### src/rtl/uart_tx_cfg.sv
`default_nettype none
// ============================================================================
//  Module      : uart_tx_cfg
//  Description : Parametrised UART transmitter. Each accepted trmt strobe
//                sends one frame: start, data (LSB first), optional parity
//                and one or two stop bits. All outputs are driven from flops.
//  Revision    : 1.0  initial release
// ============================================================================
module uart_tx_cfg #(
    parameter int DATA_W     = 8,
    parameter int BAUD_DIV   = 2604,
    parameter int CNT_W      = 12,
    parameter int PARITY_EN  = 0,
    parameter int PARITY_ODD = 0,
    parameter int STOP_BITS  = 1
) (
    input  logic              clk,
    input  logic              rst,
    input  logic              trmt,
    input  logic [DATA_W-1:0] tx_data,
    output logic              TX,
    output logic              busy,
    output logic              tx_done
);

    typedef enum logic [2:0] {
        S_IDLE   = 3'd0,
        S_START  = 3'd1,
        S_DATA   = 3'd2,
        S_PARITY = 3'd3,
        S_STOP   = 3'd4
    } state_t;

    localparam logic [CNT_W-1:0] c_BAUD_LAST = CNT_W'(BAUD_DIV - 1);
    localparam logic [3:0]       c_DATA_LAST = 4'(DATA_W - 1);
    localparam logic [3:0]       c_STOP_LAST = 4'(STOP_BITS - 1);
    localparam logic             c_PAR_ODD   = (PARITY_ODD != 0);
    localparam logic             c_PAR_EN    = (PARITY_EN != 0);

    state_t            r_state, w_state_nxt;
    logic [CNT_W-1:0]  r_baud,  w_baud_nxt;
    logic [3:0]        r_bit,   w_bit_nxt;
    logic [DATA_W-1:0] r_shift, w_shift_nxt;
    logic              r_parity, w_parity_nxt;
    logic              r_tx,     w_tx_nxt;
    logic              r_busy,   w_busy_nxt;
    logic              r_done,   w_done_nxt;
    logic              w_baud_end;

    assign w_baud_end = (r_baud == c_BAUD_LAST);

    assign TX      = r_tx;
    assign busy    = r_busy;
    assign tx_done = r_done;

    // State and datapath registers; reset aborts any frame and idles the line high.
    always_ff @(posedge clk or posedge rst) begin
        if (rst) begin
            r_state  <= S_IDLE;
            r_baud   <= '0;
            r_bit    <= '0;
            r_shift  <= '1;
            r_parity <= 1'b0;
            r_tx     <= 1'b1;
            r_busy   <= 1'b0;
            r_done   <= 1'b0;
        end else begin
            r_state  <= w_state_nxt;
            r_baud   <= w_baud_nxt;
            r_bit    <= w_bit_nxt;
            r_shift  <= w_shift_nxt;
            r_parity <= w_parity_nxt;
            r_tx     <= w_tx_nxt;
            r_busy   <= w_busy_nxt;
            r_done   <= w_done_nxt;
        end
    end

    // Next-state logic; the next TX level is computed here so the line comes from a flop.
    always_comb begin
        w_state_nxt  = r_state;
        w_baud_nxt   = r_baud;
        w_bit_nxt    = r_bit;
        w_shift_nxt  = r_shift;
        w_parity_nxt = r_parity;
        w_tx_nxt     = r_tx;
        w_busy_nxt   = r_busy;
        w_done_nxt   = r_done;

        case (r_state)
            S_IDLE: begin
                w_baud_nxt = '0;
                w_bit_nxt  = '0;
                w_tx_nxt   = 1'b1;
                w_busy_nxt = 1'b0;
                if (trmt) begin
                    w_shift_nxt  = tx_data;
                    w_parity_nxt = (^tx_data) ^ c_PAR_ODD;
                    w_tx_nxt     = 1'b0;
                    w_busy_nxt   = 1'b1;
                    w_done_nxt   = 1'b0;
                    w_state_nxt  = S_START;
                end
            end

            S_START: begin
                if (w_baud_end) begin
                    w_baud_nxt  = '0;
                    w_bit_nxt   = '0;
                    w_tx_nxt    = r_shift[0];
                    w_state_nxt = S_DATA;
                end else begin
                    w_baud_nxt = r_baud + 1'b1;
                end
            end

            S_DATA: begin
                if (w_baud_end) begin
                    w_baud_nxt  = '0;
                    // Fill with ones so the register drains back to its idle pattern.
                    w_shift_nxt = {1'b1, r_shift[DATA_W-1:1]};
                    if (r_bit == c_DATA_LAST) begin
                        w_bit_nxt = '0;
                        if (c_PAR_EN) begin
                            w_tx_nxt    = r_parity;
                            w_state_nxt = S_PARITY;
                        end else begin
                            w_tx_nxt    = 1'b1;
                            w_state_nxt = S_STOP;
                        end
                    end else begin
                        w_bit_nxt = r_bit + 1'b1;
                        w_tx_nxt  = r_shift[1];
                    end
                end else begin
                    w_baud_nxt = r_baud + 1'b1;
                end
            end

            S_PARITY: begin
                if (w_baud_end) begin
                    w_baud_nxt  = '0;
                    w_bit_nxt   = '0;
                    w_tx_nxt    = 1'b1;
                    w_state_nxt = S_STOP;
                end else begin
                    w_baud_nxt = r_baud + 1'b1;
                end
            end

            S_STOP: begin
                w_tx_nxt = 1'b1;
                if (w_baud_end) begin
                    w_baud_nxt = '0;
                    if (r_bit == c_STOP_LAST) begin
                        w_bit_nxt   = '0;
                        w_busy_nxt  = 1'b0;
                        w_done_nxt  = 1'b1;
                        w_state_nxt = S_IDLE;
                    end else begin
                        w_bit_nxt = r_bit + 1'b1;
                    end
                end else begin
                    w_baud_nxt = r_baud + 1'b1;
                end
            end

            default: begin
                w_state_nxt = S_IDLE;
                w_baud_nxt  = '0;
                w_bit_nxt   = '0;
                w_tx_nxt    = 1'b1;
                w_busy_nxt  = 1'b0;
            end
        endcase
    end

endmodule
`default_nettype wire

### config.mk
export PLATFORM = sky130hd
export DESIGN_NAME = uart_tx_cfg
export DESIGN_NICKNAME = d
export VERILOG_FILES = /design/src/rtl/uart_tx_cfg.sv
export SDC_FILE = /design/constraint.sdc
export NUM_CORES = 1
export LEC_CHECK = 0
export CAP_MARGIN = 20
export CELL_PAD_IN_SITES_DETAIL_PLACEMENT = 1
export CELL_PAD_IN_SITES_GLOBAL_PLACEMENT = 1
export CORE_ASPECT_RATIO = 0.75
export CORE_MARGIN = 3
export CORE_UTILIZATION = 42
export CTS_BUF_LIST = sky130_fd_sc_hd__clkbuf_4 sky130_fd_sc_hd__clkbuf_8
export DETAILED_ROUTE_END_ITERATION = 12
export GPL_TIMING_DRIVEN = 0
export PLACE_DENSITY_LB_ADDON = 0.25
export SETUP_SLACK_MARGIN = 0.4
export SLEW_MARGIN = 20
export SYNTH_ARGS = -nofsm -noshare
export SYNTH_HDL_FRONTEND = slang
export SYNTH_SLANG_ARGS = --single-unit
### constraint.sdc
create_clock -name clk -period 1.8 [get_ports clk]
set_input_delay 0.36 -clock clk [delete_from_list [all_inputs] [get_ports clk]]
set_output_delay 0.36 -clock clk [all_outputs]
set_load 0.05 [all_outputs]
## Yosys cells after proc, flatten, opt, wreduce, memory -nomap -nowiden

Index checks and enable logic that the tools add are counted.

- Output and inout bits: 3
- Register bits after elaboration: 30
- Bits of input ports: 11

- Muxes and demuxes: 33
- Bitwise logic cells: 1
- Reductions and logical operators: 13
- Add/sub/neg operators: 2
- Equal/unequal tests: 14

Operators by type and width:

| operator | count |
|---|---|
| 12-bit 2-to-1 mux | 2 |
| 3-bit 2-to-1 mux | 7 |
| 4-bit 2-to-1 mux | 5 |
| 8-bit 2-to-1 mux | 2 |
| 8-bit case mux with 2 select lines | 1 |
| 3-bit case mux with 5 select lines | 1 |
| 2-bit inequality test, second input constant | 7 |
| 12-bit by 1-bit adder with 12-bit output, second input constant | 1 |
| 12-bit == test, second input constant | 1 |
| 4-bit case mux with 3 select lines | 1 |
| 3-bit AND reduction | 4 |
| 1-bit 2-to-1 mux | 11 |
| 7-bit AND reduction | 1 |
| 3-bit by 2-bit == test with 1-bit output, second input constant | 2 |
| 4-bit by 1-bit adder with 4-bit output, second input constant | 1 |
| 4-bit by 3-bit == test with 1-bit output, second input constant | 1 |
| 4-bit logical NOT | 1 |
| 1-bit case mux with 4 select lines | 1 |
| 4-bit AND reduction | 1 |
| 2-bit nonzero test | 2 |
| 4-bit OR reduction | 1 |
| 3-bit by 1-bit == test with 1-bit output, second input constant | 1 |
| 3-bit == test, second input constant | 1 |
| 3-bit logical NOT | 1 |
| other kinds (6) | 6 |

## Longest topological paths before layout

Gate-level depths: netlist of run 1.

- Word-level depth: 4
- Mapped depth: 6
- Depth with buffers taken out: 6

## Worst setup path before layout of run 1

OpenSTA, ideal clock, no wires.

- Kind: reg-to-reg
- From: register r_baud[0]
- To: register r_shift[0]
- Buffers on the path: 0
- Period minus slack after synthesis: 1.696 ns
- Setup time: 0.082 ns
- Data arrival time: 1.614 ns
- Setup slack: 0.104 ns
- Stages on the path, launching flop included: 6
- Path through: dfrtp_1 -> ha_1 -> and4b_1 -> nand4_4 -> o22ai_4 -> mux2_2

- Cells in the longest elaborated chain, start to end: 3

Ends and longest elaborated chain:

| item | RTL line | text |
|---|---|---|
| start, declared | 41 | `logic [CNT_W-1:0] r_baud, w_baud_nxt;` |
| start signal, assigned | 69 | `r_baud <= w_baud_nxt;` |
| 12-bit == test | 50 | `assign w_baud_end = (r_baud == c_BAUD_LAST);` |
| 2-bit inequality test (no source line) | -- |  |
| 3-bit AND reduction (no source line) | -- |  |
| end signal, assigned | 71 | `r_shift <= w_shift_nxt;` |
| end, declared | 43 | `logic [DATA_W-1:0] r_shift, w_shift_nxt;` |

Every way passes these cells.
A chain may end at the register's enable or synchronous reset.

## Worst setup path after layout of run 1

- From: register r_baud[4]
- To: register r_shift[3]

Same word-level chain as after synthesis.

==> reports/summary.log, run 1 <==
[outcome] status finished clean
[logic_synthesis] count of flip-flops with a built-in enable after synthesis 0
[logic_synthesis] syn_nets 164
[logic_synthesis] number of cells produced by synthesis 150
[sta] Final Skew 11.9 ps
[cts] total CTS buffers 5
[cts] Clock Root Buffer sky130_fd_sc_hd__clkbuf_8
[global_route] first-pass GRT wire length 7800 um
[layout] number of diodes 0
[logic_synthesis] register bit count reported by yosys 30
[global_route] GR Util All Layers 22.7%
[logic_synthesis] Mean Syn Cell Area 10.8 um2
[floorplan] total number of placement rows 18
[power] power consumption 0.00260 W
[global_route] grt peak-use layer met2
[logic_synthesis] fraction of the yosys area taken by sequential cells 47.0%
[route] detailed-route wire length per cell 23.5 um
[floorplan] die outline width 77.8 um
[cts] number of hold buffers added after CTS 0
[logic_synthesis] mapped cell area 1620 um2
[logic_synthesis] area share of fa/ha/maj cells after synthesis 2.31%
[route] Via density 5.76
[floorplan] die area 4650 um2
[logic_synthesis] Top FF cell, synth sky130_fd_sc_hd__dfrtp_1
[sta] shortest clock period the worst path allows after layout 1780 ps
[route] TritonRoute pass-1 iters 4
[sta] WHS 471 ps
[sta] Final Hold Violating Endpoints 0
[global_route] largest net degree at the start of global routing 31
[place] count of input and output buffers 13
[logic_synthesis] number of distinct library cell variants in the gate-level netlist after synthesis 43
[logic_synthesis] post-synthesis compound-gate area fraction 11.1%
[route] final wirelength 5850 um
[flow_run] Max Cap Viol 0
[global_route] met1 capacity usage during global routing 28.5%
[worst_setup_path] critical path peak fanout 7
[sta] count of endpoints failing setup in the final report 0
[cts] number of sinks driven by the clock tree 30
[layout] share of cells above drive strength 1 49.7%
[sta] RSZ-0062 raised after global routing true
[logic_synthesis] total number of yosys warnings 0
[floorplan] initial cell density of the core 46.5%
[global_route] number of antenna violations at the first check in global routing 0
[worst_setup_path] category of the critical setup timing path reg2reg
[sta] final period utilization 98.7%
[worst_setup_path] required time at the worst-slack endpoint 2010 ps
[route] number of DRC markers after the initial detailed-route iteration 93
[floorplan] die boundary height 59.8 um
[power] ratio of total power to cell area 1110 nW/um2
[cts] TritonCTS clock tree yes
[place] final HPWL from detailed placement 2710 um
[place] number of placed instances with taps included 213
[global_route] grt met2 use 37.9%
[logic_synthesis] synthesized-area fraction occupied by xor and xnor cells 4.86%
[logic_synthesis] proportion of register bits with asynchronous set or reset after synthesis 100%
[layout] Post-Layout Inst Area 2330 um2
[route] Via Count 1434
[global_route] number of global-route vias before repair 1501
[global_route] met3 usage in global routing 5.87%
[sta] slew of the pin with the lowest slew margin 631 ps
[worst_setup_path] sort of element at the end of the critical path flop
[cts] maximum level of the CTS H-tree 2
[cts] deepest clock path buffer count 2
[place] Final GP Congestion 0.792
[worst_setup_path] Worst setup SP type flop
[logic_synthesis] area share of and/or/nand/nor cells after synthesis 21.1%
[floorplan] core outline area 3490 um2
[layout] growth of design area from synthesis to finish 44.0%
[place] post-place instance area 1850 um2
[sta] timing-limited maximum frequency 563 MHz
[sta] max-slew violation count 0
[worst_setup_path] CP arrival 1990 ps
[layout] final cell count without fillers 249
[global_route] overflow left after global routing 0
[route] number of remaining DRC errors 0
[power] Leak Pwr 0.981 nW
[cts] clock latency at the later pin of the worst-skew pair 290 ps
[floorplan] number of top-level pins 14
[sta] normalized max-slew margin 57.9%
[logic_synthesis] largest family of logic cells by synthesized area simple AND/OR/NAND/NOR gates
[power] worst supply voltage drop on vdd 0.785 mV
[route] ANT nets after route 0
[cts] clock transition at the registers of the reported paths 80 ps
[logic_synthesis] mux share of post-synthesis cell area 10.4%
[layout] final layout net count 212
[worst_hold_path] path type of the worst min-delay path in2async
[worst_setup_path] reg2reg setup slack 20 ps
## stage by stage
| step | util (%) | TNS (ps) | worst slack (ps) |
|---|---|---|---|
| finish | 66.9 | 0 | 23.6 |
| global route | 66.9 | -154 | -31.1 |
| CTS | 62.1 | 0 | 82.7 |
| detailed placement | 53.1 | -1780 | -245 |
| global placement | 53.1 | -1490 | -206 |
| floorplan | - | 0 | 170 |
## final timing paths
check / depth (start not counted) / start / endpoint
setup / recovery: 5 / r_baud[4] / r_shift[3]
hold / removal: 2 / rst / r_baud[0]
setup reg to reg: 5 / r_baud[4] / r_shift[3]
hold reg to reg: 2 / tx_done / tx_done
max in group asynchronous: 2 / rst / r_state[1]
min in group clk: 2 / tx_done / tx_done
## synthesized netlist by cell type (all sizes together), types with 2 or more instances
| cell | n | area, um2 |
|---|---|---|
| nand4 | 3 | 33.8 |
| o21ai | 9 | 45.0 |
| xnor2 | 7 | 61.3 |
| nor3 | 4 | 20.0 |
| or3 | 2 | 13.8 |
| buf | 4 | 25.0 |
| nor2 | 18 | 67.6 |
| dfrtp | 21 | 526 |
| dfstp | 9 | 236 |
| a21oi | 5 | 25.0 |
| nor3b | 3 | 32.5 |
| nand2 | 7 | 26.3 |
| mux2 | 15 | 169 |
| o22ai | 2 | 26.3 |
| o211ai | 3 | 22.5 |
| or3b | 3 | 28.8 |
| nand3 | 7 | 35.0 |
| xor2 | 2 | 17.5 |
| inv | 7 | 26.3 |
| ha | 3 | 37.5 |
## layout by cell type (no fill, tap or decap), types with 2 or more instances in the layout
| cell type | count |
|---|---|
| sky130_fd_sc_hd__buf_2 | 2 |
| sky130_fd_sc_hd__dfrtp_2 | 3 |
| sky130_fd_sc_hd__nand3_1 | 6 |
| sky130_fd_sc_hd__nand2_1 | 6 |
| sky130_fd_sc_hd__nor2_1 | 16 |
| sky130_fd_sc_hd__inv_1 | 4 |
| sky130_fd_sc_hd__o21ai_1 | 4 |
| sky130_fd_sc_hd__inv_2 | 3 |
| sky130_fd_sc_hd__dfstp_2 | 9 |
| sky130_fd_sc_hd__xnor2_1 | 7 |
| sky130_fd_sc_hd__dfrtp_1 | 18 |
| sky130_fd_sc_hd__clkbuf_8 | 6 |
| sky130_fd_sc_hd__or3b_4 | 3 |
| sky130_fd_sc_hd__mux2_4 | 8 |
| sky130_fd_sc_hd__ha_4 | 2 |
| sky130_fd_sc_hd__nand4_1 | 2 |
| sky130_fd_sc_hd__buf_6 | 7 |
| sky130_fd_sc_hd__xor2_1 | 2 |
| sky130_fd_sc_hd__o21ai_0 | 4 |
| sky130_fd_sc_hd__buf_4 | 25 |
| sky130_fd_sc_hd__nor3b_4 | 2 |
| sky130_fd_sc_hd__a21oi_1 | 4 |
| sky130_fd_sc_hd__mux2_2 | 7 |
| sky130_fd_sc_hd__clkdlybuf4s50_1 | 10 |
| sky130_fd_sc_hd__nor3_1 | 4 |
| sky130_fd_sc_hd__o211ai_1 | 3 |
## worst max-delay path: stages (launching register included)
cell and delay (ps):
sky130_fd_sc_hd__dfrtp_1 430, sky130_fd_sc_hd__nor4b_4 390, sky130_fd_sc_hd__nand4_4 220, sky130_fd_sc_hd__o22ai_4 180
sky130_fd_sc_hd__buf_12 170, sky130_fd_sc_hd__mux2_4 310
## routing by layer
layer	vias to the layer above	wire [um]
met4	0	97
met3	7	355
li1	636	-
met2	63	2960
met5	-	0
met1	728	2430
## registers in the layout, indices dropped and copies added, names as in the netlist
signal	flops
TX	1
r_state	3
tx_done	1
r_shift	8
r_bit	4
busy	1
r_baud	12
## layout make-up
type,instances,area [um2]
fill,366,1160
clock inverter,2,12.5
clock buffer,6,82.6
buffer,4,45.0
inverter,7,26.3
multi-input combinational,109,988
sequential,30,766
timing repair buffer,41,352
tap,50,62.6
## power breakdown
group / leakage, nW / internal (W) / total, W / switching, W
Combinational: 0.556 / 0.000476 / 0.000976 / 0.000499
Clock: 0.0472 / 0.000308 / 0.000598 / 0.000291
Sequential: 0.377 / 0.000897 / 0.00103 / 0.000131
## repair_timing
| item | 4_1_cts | 5_1_grt |
|---|---|---|
| endpoints found under the setup margin | 33 | 32 |
| pin swaps | 8 | 9 |
| buffers inserted | 16 | 12 |
| resized for setup | 30 | 28 |
## cell families after synthesis
family | count (synthesis)
muxes | 15
buffers and inverters | 11
xor gates and xnor gates | 9
AOI/OAI and AO/OA | 26
and+or+nand+nor | 56
DFF | 30
adders and majority gates | 3
Power figures use the tool's default switching activity.
==> run 2: changes to the inputs <==
Settings changed: RECOVER_POWER set to 25.
==> run 2 against run 1 <==
Clock skew unchanged. Worst hold slack gained 74 ps. Clock-buffer cell count unchanged. Total power about the same. Cell count unchanged. First-iteration DRC count stayed put. Sequential power about the same. Maximum frequency is the same. Largest cell class unchanged. Largest power group unchanged.
==> reports/summary.log, run 2 (synthesized netlist as in run 1, its figures left out) <==
[outcome] status finished clean
[route] Via density 5.76
[global_route] GR Util All Layers 22.7%
[cts] number of sinks driven by the clock tree 30
[route] ANT nets after route 0
[global_route] first-pass GRT wire length 7800 um
[floorplan] number of top-level pins 14
[worst_hold_path] path type of the worst min-delay path reg2reg
[route] detailed-route wire length per cell 23.5 um
[cts] Clock Root Buffer sky130_fd_sc_hd__clkbuf_8
[worst_setup_path] required time at the worst-slack endpoint 2010 ps
[worst_setup_path] gate family responsible for the most delay along the worst path simple AND/OR/NAND/NOR gates
[route] Via Count 1434
[place] worst setup slack before clock tree synthesis -245 ps
[floorplan] total number of placement rows 18
[layout] growth of design area from synthesis to finish 44.0%
[place] Final GP Congestion 0.792
[cts] clock latency at the later pin of the worst-skew pair 290 ps
[layout] share of cells above drive strength 1 49.2%
[sta] slew of the pin with the lowest slew margin 1140 ps
[sta] normalized max-slew margin 23.7%
[place] count of input and output buffers 13
[sta] Final Hold Violating Endpoints 0
[sta] WHS 545 ps
[sta] max-slew violation count 0
[power] ratio of total power to cell area 1110 nW/um2
[cts] total CTS buffers 5
[power] worst supply voltage drop on vdd 0.785 mV
[cts] maximum level of the CTS H-tree 2
[cts] TritonCTS clock tree yes
[global_route] largest net degree at the start of global routing 31
[worst_setup_path] Worst setup SP type flop
[worst_setup_path] worst path cell trace nor4b_4 > nand4_4 > o22ai_4 > buf_12 > mux2_4
[worst_setup_path] CP arrival 1990 ps
[route] final wirelength 5850 um
[sta] setup TNS after final layout 0 ps
[layout] biggest registers after layout r_baud (12), r_shift (8), r_bit (4)
[worst_setup_path] sort of element at the end of the critical path flop
[place] final HPWL from detailed placement 2710 um
[cts] clock transition at the registers of the reported paths 80 ps
[layout] commonest non-fill, non-tap cell in the layout sky130_fd_sc_hd__buf_4
[layout] register containing the most flip-flops in the final layout r_baud
[sta] timing-limited maximum frequency 563 MHz
[layout] final layout net count 212
[floorplan] die area 4650 um2
[route] number of DRC markers after the initial detailed-route iteration 93
[worst_setup_path] category of the critical setup timing path reg2reg
[sta] RSZ-0062 raised after global routing true
[cts] deepest clock path buffer count 2
[global_route] overflow left after global routing 0
[sta] least setup slack across all paths after layout 23.6 ps
[sta] shortest clock period the worst path allows after layout 1780 ps
[worst_setup_path] worst-path cell with the longest stage delay sky130_fd_sc_hd__dfrtp_1
[global_route] number of global-route vias before repair 1501
[power] Leak Pwr 0.982 nW
[floorplan] die outline width 77.8 um
[sta] count of endpoints failing setup in the final report 0
[sta] final period utilization 98.7%
[place] post-place instance area 1850 um2
[layout] flip-flop count of the largest register after layout 12
[layout] commonest cells after routing, fill and taps aside 25 x sky130_fd_sc_hd__buf_4, 18 x sky130_fd_sc_hd__dfrtp_1, 16 x sky130_fd_sc_hd__nor2_1
[route] TritonRoute pass-1 iters 4
[floorplan] die boundary height 59.8 um
[worst_setup_path] buffers plus inverters on the worst setup path 1
[layout] Post-Layout Inst Area 2330 um2
[global_route] number of antenna violations at the first check in global routing 0
[layout] Filler Cell Count 366
[worst_setup_path] critical path peak fanout 7
[flow_run] Max Cap Viol 0
[sta] Final Skew 11.9 ps
[layout] number of diodes 0
[floorplan] initial cell density of the core 46.5%
[worst_setup_path] Largest stage delay, worst path 430 ps
[route] number of remaining DRC errors 0
[floorplan] core outline area 3490 um2
run 2: final cells by class:
type | count | area (um2) | share of cell area (%)
Multi-Input combinational cell | 109 | 988 | 42.3
Sequential cell | 30 | 766 | 32.8
Timing Repair Buffer | 41 | 352 | 15.1
Clock buffer | 6 | 82.6 | 3.54
Tap cell | 50 | 62.6 | 2.68
Buffer | 4 | 45.0 | 1.93
Inverter | 7 | 26.3 | 1.13
Clock inverter | 2 | 12.5 | 0.536
run 2: through the flow:
stage | power, W | instances | util [%]
after floorplan | 0.00147 | 150 | -
final | 0.00260 | 249 | 66.9
after detailed placement | 0.00166 | 213 | 53.1
after global placement | 0.00162 | 213 | 53.1
after CTS | 0.00240 | 237 | 62.1
after global routing | 0.00273 | 249 | 66.9
run 2: routing by layer:
metal / GRT usage, % / share of wire, %
met5: 0 / 0
met4: 8.88 / 1.7
met3: 5.87 / 6.1
met2: 37.9 / 51
met1: 28.5 / 42
run 2: worst paths after layout:
kind                       startpoint         end  slack (ps)  cells past startpoint
setup reg to reg            r_baud[4]  r_shift[3]          20                      5
setup / recovery            r_baud[4]  r_shift[3]          20                      5
min in group asynchronous         rst   r_baud[0]         670                      2
max in group asynchronous         rst  r_state[1]         380                      2
hold reg to reg               tx_done     tx_done         540                      2
hold / removal                tx_done     tx_done         540                      2
run 2: tightest hold or removal path: stages (launching register included):
cell and delay, ps:
sky130_fd_sc_hd__dfrtp_1 360, sky130_fd_sc_hd__o21ai_1 80, sky130_fd_sc_hd__nand2_1 70
run 2: repair_timing:
item / CTS / global route
hold buffers: 0 / 0
setup buffers: 16 / 12
setup endpoints to repair: 33 / 32
gates resized for setup: 30 / 28
pin swaps: 8 / 9
endpoints found under the hold margin: 0 / 0
run 2: report_power, final:
group | leakage (nW) | internal (W) | switching (W) | total, W
Sequential | 0.377 | 0.000897 | 0.000131 | 0.00103
Clock | 0.0472 | 0.000308 | 0.000291 | 0.000598
Combinational | 0.557 | 0.000476 | 0.000499 | 0.000975
==> edit 1 (flow settings as in run 1) <==
Make the reset (`rst`) synchronous in one clocked block.
--- a/src/rtl/uart_tx_cfg.sv
+++ b/src/rtl/uart_tx_cfg.sv
@@ -55,5 +55,5 @@
 
     // State and datapath registers; reset aborts any frame and idles the line high.
-    always_ff @(posedge clk or posedge rst) begin
+    always_ff @(posedge clk) begin
         if (rst) begin
             r_state  <= S_IDLE;
Function: differs if rst is asserted again (counterexample within 4 cycles, from zero or initial values and one cycle with rst high); with rst held inactive, the same outputs for 10 cycles.
==> edit 1 against run 1 <==
The flow now finishes with violations (setup timing); critical path depth up 1; synthesized cell count up 21%; first-iteration DRC count up 56%; routed wire length up 29%; global-route usage up 2.4 points; sequential cell count unchanged; clock skew up 0.0045 ns; final area up 5.0%; worst setup slack worse by 0.061 ns; via count up 23%; area after synthesis down 0.85%; critical endpoint is now r_shift[5]; highest routed layer unchanged.
Power is not compared: it rests on default switching activity, and its combinational part moved more than twofold at a synthesized area within 25%.
==> edit 1: results (changes against run 1) <==
Sequential cell power = 697 µW
Number of global-route vias before repair = 1694 (+13%)
Slowest CP cell = dfxtp_2
Failing checks = setup timing
Clock buf count = 8 (+2)
Fin worst setup slack = -0.0376 ns (-0.0612 ns)
Most common cell in the netlist = dfxtp_1
Routed via count = 1767 (+23%)
Number of DRC markers in iteration 0 = 145 (+56%)
RePlAce Congestion = 0.843 (+6.5%)
Largest net degree at the start of global routing = 11 (-65%)
Outcome = complete, but fails checks
Most frequent cells after synthesis = dfxtp_1, nor2_1
Main area contributors after synthesis = dfxtp_1, nor2_1, mux2_2, a211oi_1, xnor2_1
Fillers = 360 (-1.6%)
Worst Hold Class = flip-flop to flip-flop
Final setup fails = 4 (+4)
Nets@finish = 241 (+14%)
Multi-Input Combinational = 134 (+23%)
Least-Margin Pin Slew = 0.586 ns (-0.0450 ns)
Met3 GRT Util = 0.0714 (+0.0127)
Max FO, Critical Path = 10 (+3)
HPWL Detailed = 2960 µm (+9.2%)
Cell Count Post-Placement = 245 (+15%)
Synth cell types = 49 (+14%)
Overall Global Routing Usage = 0.251 (+0.0241)
Share of cells above drive strength 1 = 0.474 (-0.0238)
Syn Nets = 196 (+20%)
Placed inst area = 1860 µm² (+0.40%)
Postcts setup bufs = 14 (-2)
Post-synth ARST share = 0 (-1.00)
First-pass GRT wire length = 8890 µm (+14%)
Grt met1 use = 0.316 (+0.0313)
Initial antenna violation count = 0 (unchanged)
Arr. time, crit path = 2.03 ns (+0.04 ns)
Post-Place Worst Slack = -0.279 ns (-0.0342 ns)
Bufs w/o clock = 49 (+8.9%)
Die area = 4610 µm² (-0.78%)
Util after Layout = 0.707 (+0.0383)
Cts repair resizes = 34 (+13%)
Cell family with most CP delay = buffers and inverters
Seq/total area = 0.254 (-0.0744)
Setup TNS = -0.0682 ns (-0.0682 ns)
[edit 1: cell count changes after synthesis, sizes merged, moves of 7 or more]
cell | run 1 | this run
a211oi | 1 | 8
a31oi | 0 | 8
dfrtp | 21 | 0
dfstp | 9 | 0
dfxtp | 0 | 30
mux2 | 15 | 7
[edit 1: path summary, 6_finish.rpt]
kind                            startpoint         end  slack (ns)  depth (start not counted)
worst max-delay path            r_state[1]  r_shift[5]       -0.04                          6
worst max register to register  r_state[1]  r_shift[5]       -0.04                          6
worst min-delay path               tx_done     tx_done        0.52                          2
worst min register to register     tx_done     tx_done        0.52                          2
[edit 1: kinds of logic after synthesis]
logic type	after synthesis	share of synthesized area
mux	9	0.0615
fa+ha+maj	3	0.0233
flops	30	0.374
simple gates	72	0.264
compound gates	38	0.156
xor+xnor	12	0.0654
buf+inv	18	0.0568
[edit 1: per-layer routing]
layer	share of wire	vias to the layer above
li1	-	756
met1	0.42	882
met2	0.47	101
met3	0.067	28
met4	0.043	0
met5	0	-
==> edit 2 (config.mk and constraints of run 1) <==
Made on the original files. `PARITY_EN`: 0 -> 1.
--- a/src/rtl/uart_tx_cfg.sv
+++ b/src/rtl/uart_tx_cfg.sv
@@ -11,5 +11,5 @@
     parameter int BAUD_DIV   = 2604,
     parameter int CNT_W      = 12,
-    parameter int PARITY_EN  = 0,
+    parameter int PARITY_EN  = 1,
     parameter int PARITY_ODD = 0,
     parameter int STOP_BITS  = 1
Function: no difference found for any inputs over 10 cycles, from zero or initial values and one cycle with rst high; that may be too few to reach the edited logic, so the function may still have changed.
==> edit 2 against run 1 <==
Synthesized cell count grew 6.0%; largest power group unchanged; sequential cell count is 1 higher; area after synthesis increased by 8.5%; total power down 15%; final cell count grew 3.6%; hold slack improved by 0.0062 ns; routed wire length fell by 16%; worst setup slack improved by 0.063 ns; final area up 3.2%; sequential share of layout area increased by 0.086 points; critical endpoint is now r_bit[2]; critical path depth rose by 1.
==> edit 2: results (changes against run 1) <==
RePlAce Congestion = 0.739 (-6.7%)
Max FO, Critical Path = 5 (-2)
Fin worst setup slack = 0.0865 ns (+0.0629 ns)
Overall Global Routing Usage = 0.207 (-0.0195)
Post-Place Worst Slack = -0.0973 ns (+0.147 ns)
Least-Margin Pin Slew = 0.651 ns (+0.0204 ns)
Mux contribution to synthesized area = 0.107 (+0.00252)
Reg2Reg Depth = 6 (+1)
Arr. time, crit path = 1.89 ns (-0.10 ns)
DR WL/cell = 19.0 µm (-19%)
Share of cells above drive strength 1 = 0.481 (-0.0169)
HPWL Detailed = 2670 µm (-1.8%)
Most frequent cells after synthesis = dfrtp_1, nor2_1, xnor2_1, inv_1
Skew final = 0.00809 ns (-0.00383 ns)
Critical path origin = r_bit[0]
VDD IR max = 0.000613 V (-22%)
Drt total wl = 4900 µm (-16%)
Seq/Total Area, Yosys = 0.447 (-0.0225)
Pleak = 0.00101 µW (+3.2%)
Slowest CP cell = or3b_4
CP endpoint = r_bit[2]
R2R setup slack = 0.09 ns (+0.06 ns)
Synth cell types = 50 (+16%)
Mean Syn Cell Area = 11.1 µm² (+2.3%)
Fillers = 409 (+12%)
Crit Reg-Reg Endpoint = r_bit[2]
Syn Nets = 173 (+5.5%)
First-pass GRT wire length = 7490 µm (-4.0%)
Vias/cell = 5.40 (-6.2%)
CTS Buf Count = 5 (unchanged)
Worst-Skew Late Latency = 0.30 ns
Main area contributors after synthesis = dfrtp_1, dfstp_2, xnor2_1, mux2_2, nor2_1
Outcome = complete, no violations
Worst-path clk slew = 0.06 ns (-0.02 ns)
Final hold viol count = 0 (unchanged)
Synth Area in Compound Gates = 0.0996 (-0.0115)
Number of global-route vias before repair = 1495 (-0.40%)
Largest net degree at the start of global routing = 32 (+3.2%)
Fin Hold WS = 0.477 ns (+0.00621 ns)
Number of DRC markers in iteration 0 = 31 (-67%)
Adder-Cell Fraction of Synth Area = 0.0213 (-0.00181)
Synth Area in XOR/XNOR = 0.0846 (+0.0360)
Cell Count Post-Placement = 224 (+5.2%)
Critical path's largest stage delay = 0.42 ns
Placed inst area = 1970 µm² (+6.3%)
-- edit 2: cell count changes after synthesis, moves of 3 or more --
cell and delta:
xnor2_1 +5, inv_1 +4, nand2_1 -4, o211ai_1 -3, o21ai_0 -6, mux2i_1 +3, xor2_1 +3, mux2_2 -6
mux2_1 +5
-- edit 2: what timing repair did --
action                                  4_1_cts  5_1_grt
hold buffers                                  0        0
endpoints found under the setup margin       33       33
pin swaps                                    10        1
buffers inserted                             20        6
cloned                                        0        0
resized for setup                            31       24
-- edit 2: area by class of cell --
type / instances / area, µm² / share of cell area
flip-flops and latches: 31 / 792 / 0.329
repair buffers: 39 / 340 / 0.141
multi-input cells: 112 / 992 / 0.412
plain buffers: 5 / 60.1 / 0.0249
inverters: 11 / 41.3 / 0.0171
clock buffers: 6 / 82.6 / 0.0343
clock inverters: 2 / 35.0 / 0.0145
well taps: 52 / 65.1 / 0.0270
-- edit 2: where the power goes --
part,internal [µW],switching [µW]
registers,838,136
clock network,448,280
logic,284,237
total,1570,653
-- edit 2: layer usage --
layer | wire, µm | GRT usage | share of wire | vias up
met5 | 0 | 0 | 0 | -
met4 | 71 | 0.0892 | 0.014 | 0
met3 | 112 | 0.0461 | 0.023 | 9
met2 | 2590 | 0.367 | 0.53 | 20
met1 | 2120 | 0.249 | 0.43 | 705
li1 | - | - | - | 660
-- edit 2: worst max-delay path, delay by kind of cell (launching register included) --
kind | cells | cell delay [ns]
buf+inv | 1 | 0.09
fa+ha+maj | 1 | 0.13
simple gates | 1 | 0.42
compound gates | 3 | 0.55
flops | 1 | 0.40
